**config.mk**
```make
export PLATFORM = sky130hd
export DESIGN_NAME = dmem_port_arbiter
export DESIGN_NICKNAME = d
export VERILOG_FILES = /design/src/rtl/rvga_types.sv /design/src/rtl/mem_lane_align.sv /design/src/rtl/dmem_port_arbiter.sv
export SDC_FILE = /design/constraint.sdc
export NUM_CORES = 1
export LEC_CHECK = 0
export ABC_AREA = 0
export CORE_ASPECT_RATIO = 0.7
export CORE_MARGIN = 1.5
export CORE_UTILIZATION = 34
export DETAILED_ROUTE_END_ITERATION = 12
export PLACE_DENSITY = 0.82
export SYNTH_ARGS = -nofsm -noshare
export SYNTH_HDL_FRONTEND = slang
export SYNTH_SLANG_ARGS = --single-unit
```
**constraint.sdc**
```tcl
create_clock -name clk_i -period 1.9 [get_ports clk_i]
set_input_delay 0.38 -clock clk_i [delete_from_list [all_inputs] [get_ports clk_i]]
set_output_delay 0.38 -clock clk_i [all_outputs]
set_load 0.05 [all_outputs]
```
**src/rtl/rvga_types.sv**
```systemverilog
// Shared types for the memory-port arbiter: word/mask aliases, FSM state and port ids.
package rvga_types;

  typedef logic [31:0] rvga_word;
  typedef logic [3:0]  rvga_wmask;

  typedef enum logic [1:0] {IDLE, REQ, WAIT} rvga_arb_state_e;
  typedef enum logic {e_arb_port_i, e_arb_port_d} rvga_arb_port_e;

  function automatic rvga_word word_addr(input rvga_word a);
    return a & 32'hFFFF_FFFC;
  endfunction

endpackage

```
**src/rtl/mem_lane_align.sv**
```systemverilog
// Byte-lane alignment for the data port: positions store data/mask by offset,
// right-aligns load data, and flags masks that would spill past the word.
module mem_lane_align
  import rvga_types::*;
(
  input  logic [1:0] i_off,
  input  rvga_word   i_wdata,
  input  rvga_wmask  i_wmask,
  input  rvga_word   i_rdata,
  output rvga_word   o_wdata,
  output rvga_wmask  o_wmask,
  output rvga_word   o_rdata,
  output logic       o_misalign
);

  logic [7:0] w_mask_ext;

  assign w_mask_ext = {4'b0000, i_wmask} << i_off;
  assign o_wmask    = w_mask_ext[3:0];
  // Any lane pushed into the upper nibble means the access crosses the word.
  assign o_misalign = |w_mask_ext[7:4];
  assign o_wdata    = i_wdata << {i_off, 3'b000};
  assign o_rdata    = i_rdata >> {i_off, 3'b000};

endmodule

```
**src/rtl/dmem_port_arbiter.sv**
```systemverilog
// Shares one memory port between fetch (I) and load/store (D), one transaction at a time.
// Define RVGA_ARB_ROUND_ROBIN_EN for round-robin arbitration; default is fixed D-over-I.
module dmem_port_arbiter
  import rvga_types::*;
#(
  parameter int TIMEOUT_CYCLES = 64,
  parameter int CNT_W          = $clog2(TIMEOUT_CYCLES + 1)
) (
  input  logic        clk_i,
  input  logic        reset_n_i,
  input  logic        i_req_v_i,
  input  logic [31:0] i_addr_i,
  output logic        i_ready_o,
  output logic        i_resp_v_o,
  output logic [31:0] i_rdata_o,
  output logic        i_err_o,
  input  logic        d_req_v_i,
  input  logic        d_we_i,
  input  logic [31:0] d_addr_i,
  input  logic [31:0] d_wdata_i,
  input  logic [3:0]  d_wmask_i,
  output logic        d_ready_o,
  output logic        d_resp_v_o,
  output logic [31:0] d_rdata_o,
  output logic        d_err_o,
  output logic        mem_req_v_o,
  output logic        mem_we_o,
  output logic [31:0] mem_addr_o,
  output logic [31:0] mem_wdata_o,
  output logic [3:0]  mem_wmask_o,
  input  logic        mem_ready_i,
  input  logic        mem_resp_v_i,
  input  logic [31:0] mem_rdata_i
);

  rvga_arb_state_e r_state;
  rvga_arb_port_e  r_owner;
  logic [CNT_W-1:0] r_cnt;
  logic [1:0]      r_off;
  logic            r_mis;

  logic       w_idle, w_wait, w_prio_d, w_acc_d, w_acc_i;
  logic       w_timeout, w_done_ok, w_done_to, w_mis_resp, w_owner_d;
  logic [1:0] w_off;
  rvga_word   w_wdata_sh, w_rdata_sh;
  rvga_wmask  w_wmask_sh;
  logic       w_misalign;

`ifdef RVGA_ARB_ROUND_ROBIN_EN
  logic r_prio_d;
  assign w_prio_d = r_prio_d;
`else
  assign w_prio_d = 1'b1;
`endif

  // Outputs are gated by reset so a transaction cut short by reset never answers.
  assign w_idle  = reset_n_i && (r_state == IDLE);
  assign w_wait  = reset_n_i && (r_state == WAIT);
  assign w_acc_d = w_idle && d_req_v_i && (w_prio_d || !i_req_v_i);
  assign w_acc_i = w_idle && i_req_v_i && !w_acc_d;

  assign i_ready_o = w_acc_i;
  assign d_ready_o = w_acc_d;

  // Live offset while arbitrating, latched offset once the access is in flight.
  assign w_off = (r_state == IDLE) ? d_addr_i[1:0] : r_off;

  mem_lane_align u_align (
    .i_off      (w_off),
    .i_wdata    (d_wdata_i),
    .i_wmask    (d_wmask_i),
    .i_rdata    (mem_rdata_i),
    .o_wdata    (w_wdata_sh),
    .o_wmask    (w_wmask_sh),
    .o_rdata    (w_rdata_sh),
    .o_misalign (w_misalign)
  );

  assign w_timeout  = (r_cnt == CNT_W'(TIMEOUT_CYCLES));
  assign w_done_ok  = w_wait && mem_resp_v_i;
  assign w_done_to  = w_wait && !mem_resp_v_i && w_timeout;
  assign w_mis_resp = reset_n_i && (r_state == REQ) && r_mis;
  assign w_owner_d  = (r_owner == e_arb_port_d);

  assign i_resp_v_o = !w_owner_d && (w_done_ok || w_done_to);
  assign i_err_o    = !w_owner_d && w_done_to;
  assign i_rdata_o  = (!w_owner_d && w_done_ok) ? mem_rdata_i : 32'h0;

  assign d_resp_v_o = w_owner_d && (w_done_ok || w_done_to || w_mis_resp);
  assign d_err_o    = w_owner_d && (w_done_to || w_mis_resp);
  assign d_rdata_o  = (w_owner_d && w_done_ok) ? w_rdata_sh : 32'h0;

  always_ff @(posedge clk_i) begin
    if (!reset_n_i) begin
      r_state     <= IDLE;
      r_owner     <= e_arb_port_i;
      r_cnt       <= '0;
      r_off       <= 2'b00;
      r_mis       <= 1'b0;
      mem_req_v_o <= 1'b0;
      mem_we_o    <= 1'b0;
      mem_addr_o  <= 32'h0;
      mem_wdata_o <= 32'h0;
      mem_wmask_o <= 4'h0;
`ifdef RVGA_ARB_ROUND_ROBIN_EN
      r_prio_d    <= 1'b1;
`endif
    end else begin
      case (r_state)
        IDLE: begin
          if (w_acc_d || w_acc_i) begin
            r_state <= REQ;
            r_cnt   <= '0;
`ifdef RVGA_ARB_ROUND_ROBIN_EN
            r_prio_d <= w_acc_i;
`endif
            if (w_acc_d) begin
              r_owner     <= e_arb_port_d;
              r_off       <= d_addr_i[1:0];
              r_mis       <= w_misalign;
              mem_req_v_o <= !w_misalign;
              mem_we_o    <= d_we_i && !w_misalign;
              mem_addr_o  <= word_addr(d_addr_i);
              mem_wdata_o <= w_wdata_sh;
              mem_wmask_o <= w_wmask_sh;
            end else begin
              r_owner     <= e_arb_port_i;
              r_off       <= 2'b00;
              r_mis       <= 1'b0;
              mem_req_v_o <= 1'b1;
              mem_we_o    <= 1'b0;
              mem_addr_o  <= word_addr(i_addr_i);
              mem_wdata_o <= 32'h0;
              mem_wmask_o <= 4'h0;
            end
          end
        end
        REQ: begin
          if (r_mis) begin
            // Misaligned access: error already reported this cycle, nothing issued.
            r_state <= IDLE;
            r_mis   <= 1'b0;
          end else if (mem_ready_i) begin
            r_state     <= WAIT;
            r_cnt       <= '0;
            mem_req_v_o <= 1'b0;
            mem_we_o    <= 1'b0;
          end
        end
        WAIT: begin
          if (mem_resp_v_i || w_timeout) begin
            r_state <= IDLE;
          end else begin
            r_cnt <= r_cnt + 1'b1;
          end
        end
        default: r_state <= IDLE;
      endcase
    end
  end

endmodule

```
=== Yosys cells after proc, flatten, opt, wreduce, memory -nomap -nowiden ===
Index checks and enable logic that the tools add are counted.

* Register bits after elaboration: 83
* Bits of input ports: 139
* Output and inout port bits: 140
* Logic and storage cells: 87

* Add/sub/neg operators: 1
* Equal/unequal tests: 9
* Shift-type cells: 3
* Muxes and demuxes: 29
* Reductions and logical operators: 35

{| class="wikitable"
|+ Operator list
! kind !! count
|-
| 32-bit two-way mux || 4
|-
| 32-bit by 5-bit << shifter with 32-bit output || 1
|-
| 32-bit by 5-bit >> shifter with 32-bit output || 1
|-
| 7-bit two-way mux || 4
|-
| 7-bit one-hot mux with 3 select lines || 1
|-
| 1-bit logical AND || 17
|-
| 2-bit two-way mux || 6
|-
| 1-bit two-way mux || 9
|-
| 4-bit by 2-bit << shifter with 8-bit output || 1
|-
| 7-bit by 1-bit adder with 7-bit output (second input constant) || 1
|-
| 7-bit equality test (second input constant) || 1
|-
| 2-bit inequality test (second input constant) || 3
|-
| 1-bit one-hot mux with 2 select lines || 3
|-
| 2-bit one-hot mux with 3 select lines || 1
|-
| 1-bit logical OR || 5
|-
| 5-bit AND reduction || 1
|-
| 1-bit zero test || 4
|-
| 4-bit two-way mux || 1
|-
| 2-bit by 1-bit inequality test with 1-bit output (second input constant) || 2
|-
| 2-bit AND reduction || 2
|-
| 4-bit AND reduction || 1
|-
| 4-bit OR reduction || 1
|-
| 3-bit inequality test (second input constant) || 1
|-
| 3-bit AND reduction || 1
|-
| other kinds (5) || 5
|}

=== Logic depth before layout (Yosys ltp) ===
Gate-level depths: netlist (run 1).

* Depth in word-level cells: 9
* Depth in mapped cells: 8
* Gate-level depth less buffers: 5

=== Modules after synthesis ===
A second synthesis (run 1) with hierarchy kept.

* Cell total of the unflattened synthesis: 565
* Area total of the unflattened synthesis: 4850.9 um^2

{| class="wikitable"
|+ By module, submodules not included
! module !! instances !! cells an instance !! area an instance (um^2) !! seq. area each (um^2)
|-
| dmem_port_arbiter || 1 || 426 || 3707.3 || 1621.6
|-
| mem_lane_align || 1 || 139 || 1143.6 || 0.0
|}

=== Least setup slack after synthesis (run 1) ===
Ideal clock, no wire load.

* Path kind: reg-to-output
* From: register r_state[0]
* To: output i_err_o
* Data arrival time: 2319 ps
* Data required time: 1520 ps
* Path slack: -799 ps
* Stages on the path, launching flop included: 5
* Buffers on the path: 2
* Cells stage by stage: dfxtp_1 buf_4 nand3b_1 buf_2 nor4_1

* Cells in the longest elaborated chain, start to end: 5

{| class="wikitable"
|+ Ends and longest elaborated chain
! what !! line !! source
|-
| from (decl) || dmem_port_arbiter.sv:36 || <nowiki>rvga_arb_state_e r_state;</nowiki>
|-
| from (signal assigned) || dmem_port_arbiter.sv:95 || <nowiki>r_state <= IDLE;</nowiki>
|-
| from (signal assigned) || dmem_port_arbiter.sv:112 || <nowiki>r_state <= REQ;</nowiki>
|-
| from (signal assigned) || dmem_port_arbiter.sv:141 || <nowiki>r_state <= IDLE;</nowiki>
|-
| 2-bit equality test || dmem_port_arbiter.sv:58 || <nowiki>assign w_wait = reset_n_i && (r_state == WAIT);</nowiki>
|-
| 1-bit logical AND || dmem_port_arbiter.sv:58 ||
|-
| 1-bit logical AND (2 in a row) || dmem_port_arbiter.sv:81 || <nowiki>assign w_done_to = w_wait && !mem_resp_v_i && w_timeout;</nowiki>
|-
| 1-bit logical AND || dmem_port_arbiter.sv:86 || <nowiki>assign i_err_o = !w_owner_d && w_done_to;</nowiki>
|-
| to (decl) || dmem_port_arbiter.sv:16 || <nowiki>output logic i_err_o,</nowiki>
|}

Every way passes these cells.

=== Worst setup path after layout (run 1) ===
* From: register r_state[0]
* To: output d_rdata_o[11]

* Cells in the longest elaborated chain, start to end: 5
* Elaborated cells between the ends (all ways): 8
* Classes of those cells: eq/ne (1); shift (1); mux (2); reduce/logical (4)

{| class="wikitable"
|+ Ends and longest elaborated chain
! what !! line !! source
|-
| branches (longest 4 deep; another with 32-bit by 5-bit >> shifter with 32-bit output) || -- ||
|-
| 32-bit two-way mux (*) || dmem_port_arbiter.sv:91 || <nowiki>assign d_rdata_o = (w_owner_d && w_done_ok) ? w_rdata_sh : 32'h0;</nowiki>
|-
| to (decl) || dmem_port_arbiter.sv:24 || <nowiki>output logic [31:0] d_rdata_o,</nowiki>
|}

Every way passes the cells marked *.

==> results by group, run 1 <==
Critical path
  • Most frequent CP cell: buf_12
  • Worst reg2reg path depth: 8
  • CP arrival: about 2100 ps
  • CP required: 1520 ps
  • Setup crit end kind: output pin
  • Critical Path Fanout Max: 7
  • Crit path max-delay cell type: or3b_4
  • Worst Path Buf+Inv: 3
  • R2r setup slk: 50 ps
  • Crit Path Class: reg -> out
  • Worst R2R End: r_cnt[5]
  • Crit-path max cell delay: ~440 ps
  • Startpoint type of the worst setup path: register
  • RR Startpoint: r_state[1]
  • Crit-path cells: or3b_4 -> nor4bb_4 -> buf_4 -> buf_12 -> a22oi_2 -> o2bb2ai_4 -> buf_12
  • CP delay by family, top: simple AND/OR/NAND/NOR gates
  • Crit. path cell count: 7

Cells and area
  • Layout cells sized above 1: 37.9%
  • Final net count: between 1000 and 1500
  • Fillers: 810
  • Final Util: about four fifths
  • Post-Layout Cell Count: between 1000 and 1500
  • Design area: just over 0.01 mm2
  • Layout area overhead: 124%

Synthesis
  • Synthesized flop and latch total: a little over 80
  • Post-synth ARST share: 0%
  • Xor/xnor share of the synthesized area: 0%
  • Cell count after synthesis: roughly 580
  • Synthesized area per cell: between 8 and 9 um2
  • Mapped Area: between 0.004 and 0.005 mm2
  • Cell variety after synth: 57
  • Post-Synth Adder-Cell Area: less than 1%
  • Compound-cell area share of the yosys netlist: 26.8%
  • Post-synth EDFFs: 0
  • Most used flip-flop cell after synthesis: dfxtp_1
  • Mux share of post-synthesis cell area: 6.27%
  • Simple-gate area share of the yosys netlist: between 20% and 30%
  • Largest family of logic cells by synthesized area: compound AO/OA/AOI/OAI gates
  • YS warnings: 0
  • Post-synthesis sequential area ratio: 35.0%

CTS
  • CTS Buffer Depth: 2
  • Worst-skew pair later-pin latency: ~340 ps
  • Cts hold-fix bufs: 0
  • Clk slew on worst S/H paths: 60 ps
  • CTS Buf Count: 9
  • Clk sinks: 81
  • CTS H-tree depth: 3
  • Root Driver: clkbuf_16
  • CTS tree: yes

Floorplan
  • Die X: around 140 um
  • DIE HEIGHT: 101 um
  • Top Ports: 279
  • Site Rows: 35
  • Initial Util: between 30% and 40%
  • Die footprint: ~0.014 mm2
  • Core area: approximately 0.013 mm2

Timing
  • Smallest hold slack: ~450 ps
  • Max-slew violation count: 0
  • Final setup fails: just under 70
  • Headroom to the max-slew limit: ~64%
  • Final min period: around 2400 ps
  • Worst Tran Pin Value: about 540 ps
  • RSZ-0062 raised after global routing: yes
  • Crit share post-route: 129%
  • Final count of hold timing violations: 0
  • Final WS setup: -547 ps
  • Fmax: around 0.41 GHz
  • Clock skew: between 7 and 8 ps

Pwr
  • VDD IR max: roughly 0.56 mV
  • Sw Share: between 30% and 40%
  • Leakage: 0.00442 uW
  • Clock power frac: between 30% and 40%
  • Pint: 3870 uW
  • Flop pwr share: about 33%
  • Comb pwr share: between 30% and 40%
  • Power per Cell Area: between 500 and 600 mW/mm2
  • Switch Pwr: ~1900 uW

Status
  • Status: complete, but fails checks
  • Failing checks: negative setup slack

Place
  • I/O Buffers: around 270
  • DP HPWL: between 10000 and 15000 um
  • Dpl ws: -689 ps
  • Cell Area, Placed: between 0.009 and 0.01 mm2
  • Final GP Congestion: roughly 0.83
  • Dpl cells: 1079

Min path
  • Hold Crit Start: mem_wdata_o[15]
  • Hold Path End: mem_wdata_o[15]
  • Hold Crit Depth: 2
  • Hold WC Path Type: reg -> reg

Route
  • Routed Antenna Nets: 0
  • DR iter-0 viols: 366
  • Vias per cell: roughly 5.4
  • Drt first pass iters: 7
  • Drt total wl: approximately 22000 um
  • WL/cell: between 15 and 20 um
  • Via count: ~6000
  • DRC violation count after routing: 0

GRT
  • Global route overflow: 0
  • Global-route usage over all layers: approximately 29%
  • Vias in the first global route: 6129
  • Largest net degree at the start of global routing: around 60
  • Global-route wire length before repair: 32900 um
  • Number of antenna violations at the first check in global routing: 1

Job
  • Max Cap Viol: 0
==> cells in the mapped netlist (16+ instances only) <==
| library cell | count | area share [%] |
|---|---|---|
| and2_1 | 34 | 4.6 |
| clkbuf_1 | 26 | 2.1 |
| a22oi_1 | 28 | 4.5 |
| a21oi_1 | 20 | 2.2 |
| nand2_1 | 87 | 7.0 |
| nor2_1 | 51 | 4.1 |
| o21ai_0 | 20 | 2.2 |
| dfxtp_1 | 81 | 35 |
| a311oi_1 | 31 | 5.9 |
| a21o_1 | 17 | 2.8 |
| nand3_1 | 18 | 1.9 |
| mux2i_1 | 29 | 6.3 |
| buf_2 | 16 | 1.7 |
==> flip-flops by register name, indices dropped and copies added, names as in the netlist <==
| signal | flops |
|---|---|
| r_cnt | 7 |
| r_state | 2 |
| mem_req_v_o | 1 |
| r_off | 2 |
| mem_wmask_o | 4 |
| mem_we_o | 1 |
| r_owner | 1 |
| mem_addr_o | 30 |
| mem_wdata_o | 32 |
| r_mis | 1 |
==> cells in the final DEF (no fill, tap or decap), types with 19 or more instances in the layout <==
cell type,count
dlymetal6s2s_1,24
buf_12,80
buf_4,113
and2_4,32
a311oi_1,30
clkdlybuf4s50_1,147
dfxtp_1,78
o21ai_0,19
a22oi_1,20
a21oi_1,20
nand2_1,84
nor2_1,43
==> through the flow <==
stage                     power, uW  TNS [ps]
final                          5730    -30710
after global routing           5940    -36850
after CTS                      5700    -30330
after detailed placement       3710    -51270
after global placement         3680    -47410
after floorplan                2880     -4490
==> power by group through the flow <==
| stage | Combinational (uW) | Sequential, uW | Clock, uW |
|---|---|---|---|
| after detailed placement | 1800 | 1910 | 0 |
| after global placement | 1770 | 1900 | 0 |
| final | 1960 | 1870 | 1900 |
| after floorplan | 623 | 2260 | 0 |
| after global routing | 2060 | 1880 | 2000 |
| after CTS | 1910 | 1870 | 1920 |
==> cell families (layout without fill, tap and decap cells) <==
| kind of cell | after synthesis | in the layout |
|---|---|---|
| compound gates | 169 | 169 |
| fa+ha+maj | 2 | 2 |
| buf+inv | 61 | 417 |
| flops | 81 | 81 |
| mux | 29 | 29 |
| other cells | 1 | 3 |
| simple gates | 232 | 232 |
==> worst max path at each step <==
stage | endpoint | slack (ps) | from
floorplan | d_rdata_o[12] | -290 | d_addr_i[1]
global placement | d_rdata_o[8] | -640 | d_addr_i[1]
detailed placement | d_rdata_o[8] | -690 | d_addr_i[1]
CTS | i_rdata_o[19] | -520 | r_state[0]
global route | d_rdata_o[30] | -630 | r_state[0]
finish | d_rdata_o[11] | -550 | r_state[0]
==> worst min-delay path, cell delays in order, from the launching register on <==
cell	delay (ps)
dfxtp_1	310
nand2_1	50
a21oi_1	50
==> layout make-up <==
cell class / count / area, um2 / share of cell area [%]
Timing Repair Buffer: 392 / 4620 / 44.5
Multi-Input combinational cell: 434 / 3540 / 34.1
Sequential cell: 81 / 1630 / 15.7
Clock buffer: 11 / 243 / 2.34
Tap cell: 185 / 231 / 2.23
Clock inverter: 4 / 76.3 / 0.735
Inverter: 10 / 40.0 / 0.386
Antenna cell: 1 / 2.50 / 0.0241
==> layer usage <==
layer,part of all wire [%],global-route usage [%],up-vias
met5,0,0,-
met1,36,32.6,2856
met3,9.1,9.88,51
li1,-,-,2806
met2,51,52.7,322
met4,3.2,10.7,0
==> what timing repair did <==
action | in CTS | in global routing
resized for setup | 51 | 45
setup endpoints to repair | 71 | 115
buffers inserted | 17 | 7
pin swaps | 27 | 35
cloned | 6 | 1
Power figures use the tool's default switching activity.
==> inputs of run 2 (changes only) <==
--- a/config.mk
+++ b/config.mk
@@ -8,9 +8,10 @@
 export ABC_AREA = 0
 export CORE_ASPECT_RATIO = 0.7
 export CORE_MARGIN = 1.5
-export CORE_UTILIZATION = 34
+export CORE_UTILIZATION = 35
+export CTS_BUF_LIST = sky130_fd_sc_hd__clkbuf_8
 export DETAILED_ROUTE_END_ITERATION = 12
-export PLACE_DENSITY = 0.82
+export PLACE_DENSITY = 0.84
 export SYNTH_ARGS = -nofsm -noshare
 export SYNTH_HDL_FRONTEND = slang
 export SYNTH_SLANG_ARGS = --single-unit
==> results by group, run 2 (synthesized netlist as in run 1, its figures left out) <==
GRT
  • Vias in the first global route: around 6500
  • Global-route wire length before repair: between 30000 and 40000 um
  • Largest net degree at the start of global routing: between 60 and 70
  • Number of antenna violations at the first check in global routing: 0
  • Global route overflow: 0
  • Global-route usage over all layers: approximately a third

Timing
  • Headroom to the max-slew limit: approximately two thirds
  • Max-slew violation count: 0
  • Fmax: between 0.3 and 0.4 GHz
  • Setup TNS: -33410 ps
  • Final setup fails: 70
  • Final min period: approximately 2500 ps
  • Worst Tran Pin Value: 522 ps
  • Clock skew: about 13 ps
  • Final WS setup: -624 ps
  • Crit share post-route: 133%
  • RSZ-0062 raised after global routing: yes
  • Final count of hold timing violations: 0

CTS
  • Clk sinks: approximately 80
  • CTS Buffer Depth: 2
  • Root Driver: clkbuf_8
  • Worst-skew pair later-pin latency: around 360 ps
  • Clk slew on worst S/H paths: 90 ps
  • CTS tree: yes
  • CTS H-tree depth: 3
  • CTS Buf Count: 9

Route
  • Routed Antenna Nets: 0
  • Vias per cell: 5.90
  • DR iter-0 viols: 455
  • Drt first pass iters: 5
  • Drt total wl: 25000 um
  • Via count: approximately 6500
  • WL/cell: roughly 23 um
  • DRC violation count after routing: 0

Critical path
  • R2r setup slk: about 40 ps
  • Critical Path Fanout Max: 6
  • Startpoint type of the worst setup path: register
  • RR Startpoint: r_state[0]
  • Worst R2R End: mem_addr_o[28]
  • CP required: 1520 ps
  • Setup crit end kind: output pin
  • Crit Path Class: reg -> out
  • Worst reg2reg path depth: 8
  • CP arrival: approximately 2100 ps

Place
  • Final GP Congestion: 0.882
  • DP HPWL: between 15000 and 20000 um
  • Dpl ws: -1090 ps
  • Dpl cells: approximately 1100
  • I/O Buffers: roughly 270

Min path
  • Hold Crit Start: mem_wmask_o[1]
  • Hold Crit Depth: 2
  • Hold Path End: mem_wmask_o[1]
  • Hold WC Path Type: reg -> reg

Pwr
  • Flop pwr share: a little over a third
  • Sw Share: between 30% and 40%
  • Clock power frac: 25.8%
  • Power per Cell Area: slightly above 500 mW/mm2
  • Switch Pwr: 1960 uW
  • Pint: 3330 uW
  • Leakage: between 0.004 and 0.005 uW
  • VDD IR max: 0.450 mV
  • Comb pwr share: between 30% and 40%

Cells and area
  • Multi-input gate area: roughly 0.0036 mm2
  • Most frequent cells in the layout: clkdlybuf4s50_1 (132), buf_4 (92), nand2_1 (84), buf_12 (79), dfxtp_1 (77)
  • Fillers: around 690
  • Layout cells sized above 1: 38.4%
  • Final Util: between 80% and 90%
  • Most common cell after layout, fill and taps aside: clkdlybuf4s50_1
  • Reg area: around 0.0016 mm2
  • Layout area overhead: 123%
  • Largest register by flop count: mem_wdata_o
  • Post-Layout Cell Count: 1097
  • Inserted Diodes: 0
  • Final net count: ~1100
  • Biggest regs: mem_wdata_o x32, mem_addr_o x30, r_cnt x7
  • Max reg flops: 32

Status
  • Failing checks: negative setup slack
  • Status: complete, but fails checks

Floorplan
  • DIE HEIGHT: 99.3 um
  • Core area: about 0.013 mm2
  • Die footprint: ~0.014 mm2
  • Site Rows: 34
  • Initial Util: 36.5%
  • Top Ports: 279
  • Die X: between 100 and 150 um

Job
  • Max Cap Viol: 0
run 2: cell types whose count changed in the layout (fill, tap and decap cells not counted), moves of 6 or more:
cell,change
dlymetal6s2s_1,-13
buf_6,+12
clkbuf_8,+8
buf_4,-21
mux2i_4,+6
dlygate4sd2_1,+36
clkdlybuf4s50_1,-15
clkbuf_16,-7
run 2: stage by stage:
stage          hold WS (ps)  area [um2]  power, uW
2_1_floorplan           448        5260       2880
3_3_place_gp            435        9330       3670
3_5_place_dp            456        9330       3720
4_1_cts                 471       10100       5160
5_1_grt                 475       10300       5460
6_report                460       10300       5290
run 2: final cells by class:
cell class                 instances  share of cell area, %
clock buffer                       9                   1.20
inverter                          10                  0.387
tap                              162                   1.96
sequential                        81                   15.8
multi-input combinational        434                   35.1
clock inverter                     7                  0.823
timing repair buffer             394                   44.8
run 2: worst max path at each step:
stage	start	end	slack (ps)	cells past startpoint
6_report	r_state[1]	d_rdata_o[6]	-620	8
5_1_grt	r_state[1]	d_rdata_o[12]	-680	7
4_1_cts	r_state[0]	d_rdata_o[6]	-610	8
3_5_place_dp	d_addr_i[1]	d_rdata_o[13]	-1090	6
3_3_place_gp	d_addr_i[1]	d_rdata_o[8]	-960	6
2_1_floorplan	d_addr_i[1]	d_rdata_o[12]	-290	5
run 2: worst max-delay path, stage by stage (launching register included):
cell and delay [ps]:
dfxtp_4 370, buf_6 130, o21a_4 220, nor2_4 180
buf_12 170, buf_6 110, mux2i_4 310, o22ai_4 130
buf_12 170
run 2: power groups by stage:
stage / clock network, uW / registers, uW / logic, uW
global route: 1450 / 1880 / 2130
global placement: 0 / 1900 / 1760
CTS: 1390 / 1870 / 1900
detailed placement: 0 / 1910 / 1810
floorplan: 0 / 2260 / 623
finish: 1360 / 1870 / 2060
run 2: timing repair:
action | in CTS | in global routing
gates resized for setup | 113 | 42
pin swaps | 37 | 22
buffers inserted | 18 | 8
cloned | 4 | 2
endpoints found under the setup margin | 111 | 122
hold buffers | 0 | 0
run 2: metal layers:
metal | up-vias | global-route usage (%) | share of wire (%)
met5 | - | 0 | 0
li1 | 2810 | - | -
met3 | 120 | 6.07 | 7.0
met4 | 0 | 18.2 | 5.3
met2 | 413 | 59.8 | 51
met1 | 3126 | 33.9 | 36
==> inputs of run 3 (changes only) <==
--- a/config.mk
+++ b/config.mk
@@ -6,9 +6,11 @@
 export NUM_CORES = 1
 export LEC_CHECK = 0
 export ABC_AREA = 0
+export CELL_PAD_IN_SITES_DETAIL_PLACEMENT = 1
+export CELL_PAD_IN_SITES_GLOBAL_PLACEMENT = 1
 export CORE_ASPECT_RATIO = 0.7
 export CORE_MARGIN = 1.5
-export CORE_UTILIZATION = 35
+export CORE_UTILIZATION = 24
 export CTS_BUF_LIST = sky130_fd_sc_hd__clkbuf_8
 export DETAILED_ROUTE_END_ITERATION = 12
 export PLACE_DENSITY = 0.84
==> results by group, run 3 (synthesized netlist as in run 1, its figures left out) <==
Cells and area
  • Most frequent cells in the layout: clkdlybuf4s50_1 (132), buf_4 (104), nand2_1 (84), buf_12 (84), dfxtp_1 (77)
  • Fillers: 2039
  • Design area: ~0.010 mm2
  • Biggest regs: mem_wdata_o x32, mem_addr_o x30, r_cnt x7
  • Most common cell after layout, fill and taps aside: clkdlybuf4s50_1
  • Final Util: a little over half
  • Final net count: roughly 1100
  • Layout cells sized above 1: between 30% and 40%
  • Max reg flops: 32
  • Largest register by flop count: mem_wdata_o
  • Layout area overhead: 123%
  • Inserted Diodes: 0

Floorplan
  • Top Ports: 279
  • Initial Util: 24.5%
  • Site Rows: 42
  • Core area: between 0.015 and 0.02 mm2
  • Die footprint: slightly above 0.02 mm2
  • Die X: roughly 170 um
  • DIE HEIGHT: 119 um

Critical path
  • CP delay by family, top: simple AND/OR/NAND/NOR gates
  • Most frequent CP cell: buf_12
  • CP required: approximately 1500 ps
  • Crit-path cells: or3b_4 -> nor4bb_4 -> buf_4 -> buf_12 -> a22oi_2 -> o2bb2ai_4 -> buf_12
  • Crit-path max cell delay: 440 ps
  • CP arrival: 2170 ps
  • Crit path max-delay cell type: or3b_4
  • Worst Path Buf+Inv: 3
  • Critical Path Fanout Max: 7
  • Startpoint type of the worst setup path: register
  • Setup crit end kind: output pin
  • Crit Path Class: reg -> out

Route
  • WL/cell: 21.2 um
  • DR iter-0 viols: roughly 250
  • DRC violation count after routing: 0
  • Via count: around 6000
  • Drt total wl: about 25000 um
  • Vias per cell: roughly 5.1
  • Drt first pass iters: 4
  • Routed Antenna Nets: 0

CTS
  • Worst-skew pair later-pin latency: 380 ps
  • CTS Buf Count: 9
  • Clk slew on worst S/H paths: ~80 ps
  • CTS H-tree depth: 3
  • Cts hold-fix bufs: 0
  • Root Driver: clkbuf_8
  • CTS tree: yes
  • Clk sinks: 81
  • CTS Buffer Depth: 2

GRT
  • Global-route usage over all layers: between 20% and 30%
  • Vias in the first global route: 6484
  • Number of antenna violations at the first check in global routing: 0
  • Global-route wire length before repair: between 30000 and 40000 um
  • Global route overflow: 0
  • Largest net degree at the start of global routing: between 60 and 70

Timing
  • Setup TNS: -35430 ps
  • Worst Tran Pin Value: about 520 ps
  • Max-slew violation count: 0
  • Smallest hold slack: roughly 460 ps
  • Final min period: 2550 ps
  • Crit share post-route: 134%
  • Clock skew: around 15 ps
  • Final count of hold timing violations: 0
  • Final setup fails: 69
  • Fmax: roughly 0.39 GHz
  • Final WS setup: -649 ps
  • Headroom to the max-slew limit: 65.4%
  • RSZ-0062 raised after global routing: yes

Place
  • Final GP Congestion: 0.861
  • DP HPWL: 17500 um
  • I/O Buffers: ~270
  • Cell Area, Placed: 0.00949 mm2

Pwr
  • Power per Cell Area: 492 mW/mm2
  • VDD IR max: between 0.4 and 0.5 mV
  • Leakage: between 0.004 and 0.005 uW

Job
  • Max Cap Viol: 0

Status
  • Failing checks: negative setup slack
  • Status: complete, but fails checks

Min path
  • Hold WC Path Type: reg -> reg
==> run 3: through the flow <==
| step | power (uW) | cells | setup WS [ps] |
|---|---|---|---|
| finish | 5080 | 1173 | -649 |
| global route | 5300 | 1173 | -717 |
| floorplan | 2880 | 576 | -290 |
| global placement | 3720 | 1134 | -776 |
| CTS | 5060 | 1170 | -587 |
| detailed placement | 3760 | 1134 | -823 |
==> run 3: power breakdown <==
| part | switching (uW) | internal (uW) | leakage [uW] | total [uW] |
|---|---|---|---|---|
| Sequential | 64.8 | 1810 | 0.000666 | 1870 |
| Clock | 725 | 475 | 0.0000884 | 1200 |
| Combinational | 1130 | 875 | 0.00337 | 2010 |
==> run 3: final timing paths <==
check / startpoint / to / slack, ps / cells after the start
worst min register to register: mem_wdata_o[15] / mem_wdata_o[15] / 460 / 2
worst max-delay path: r_state[0] / d_rdata_o[10] / -650 / 7
worst max register to register: r_state[0] / mem_addr_o[11] / 60 / 8
worst min-delay path: mem_wdata_o[15] / mem_wdata_o[15] / 460 / 2
==> run 3: repair_timing <==
item                       in CTS  in global routing
resized for setup             105                 26
setup endpoints to repair     114                105
gates cloned                    4                  3
buffers inserted               19                  3
pin swaps                      41                 20
==> run 3: final cells by class <==
type                       instances  area (um2)  area share, %
timing repair buffer             390        4570           44.3
clock buffer                       9         124           1.20
clock inverter                     7        48.8          0.473
tap                              242         303           2.94
sequential                        81        1630           15.8
inverter                          10        40.0          0.388
multi-input combinational        434        3590           34.8
==> run 3: worst register-to-register path: cells and delay by family, from the launching register on <==
family / cells / cell delay, ps
flip-flops: 1 / 380
buffers and inverters: 4 / 660
AND/OR/NAND/NOR: 3 / 460
AO/OA/AOI/OAI: 1 / 260
==> run 3: per-layer routing <==
metal	up-vias	wire [um]	part of all wire [%]	GRT usage [%]
li1	2797	-	-	-
met1	2925	9790	39	26.4
met2	239	12600	51	43.5
met3	36	1820	7.3	7.31
met4	0	573	2.3	7.02
met5	-	0	0	0
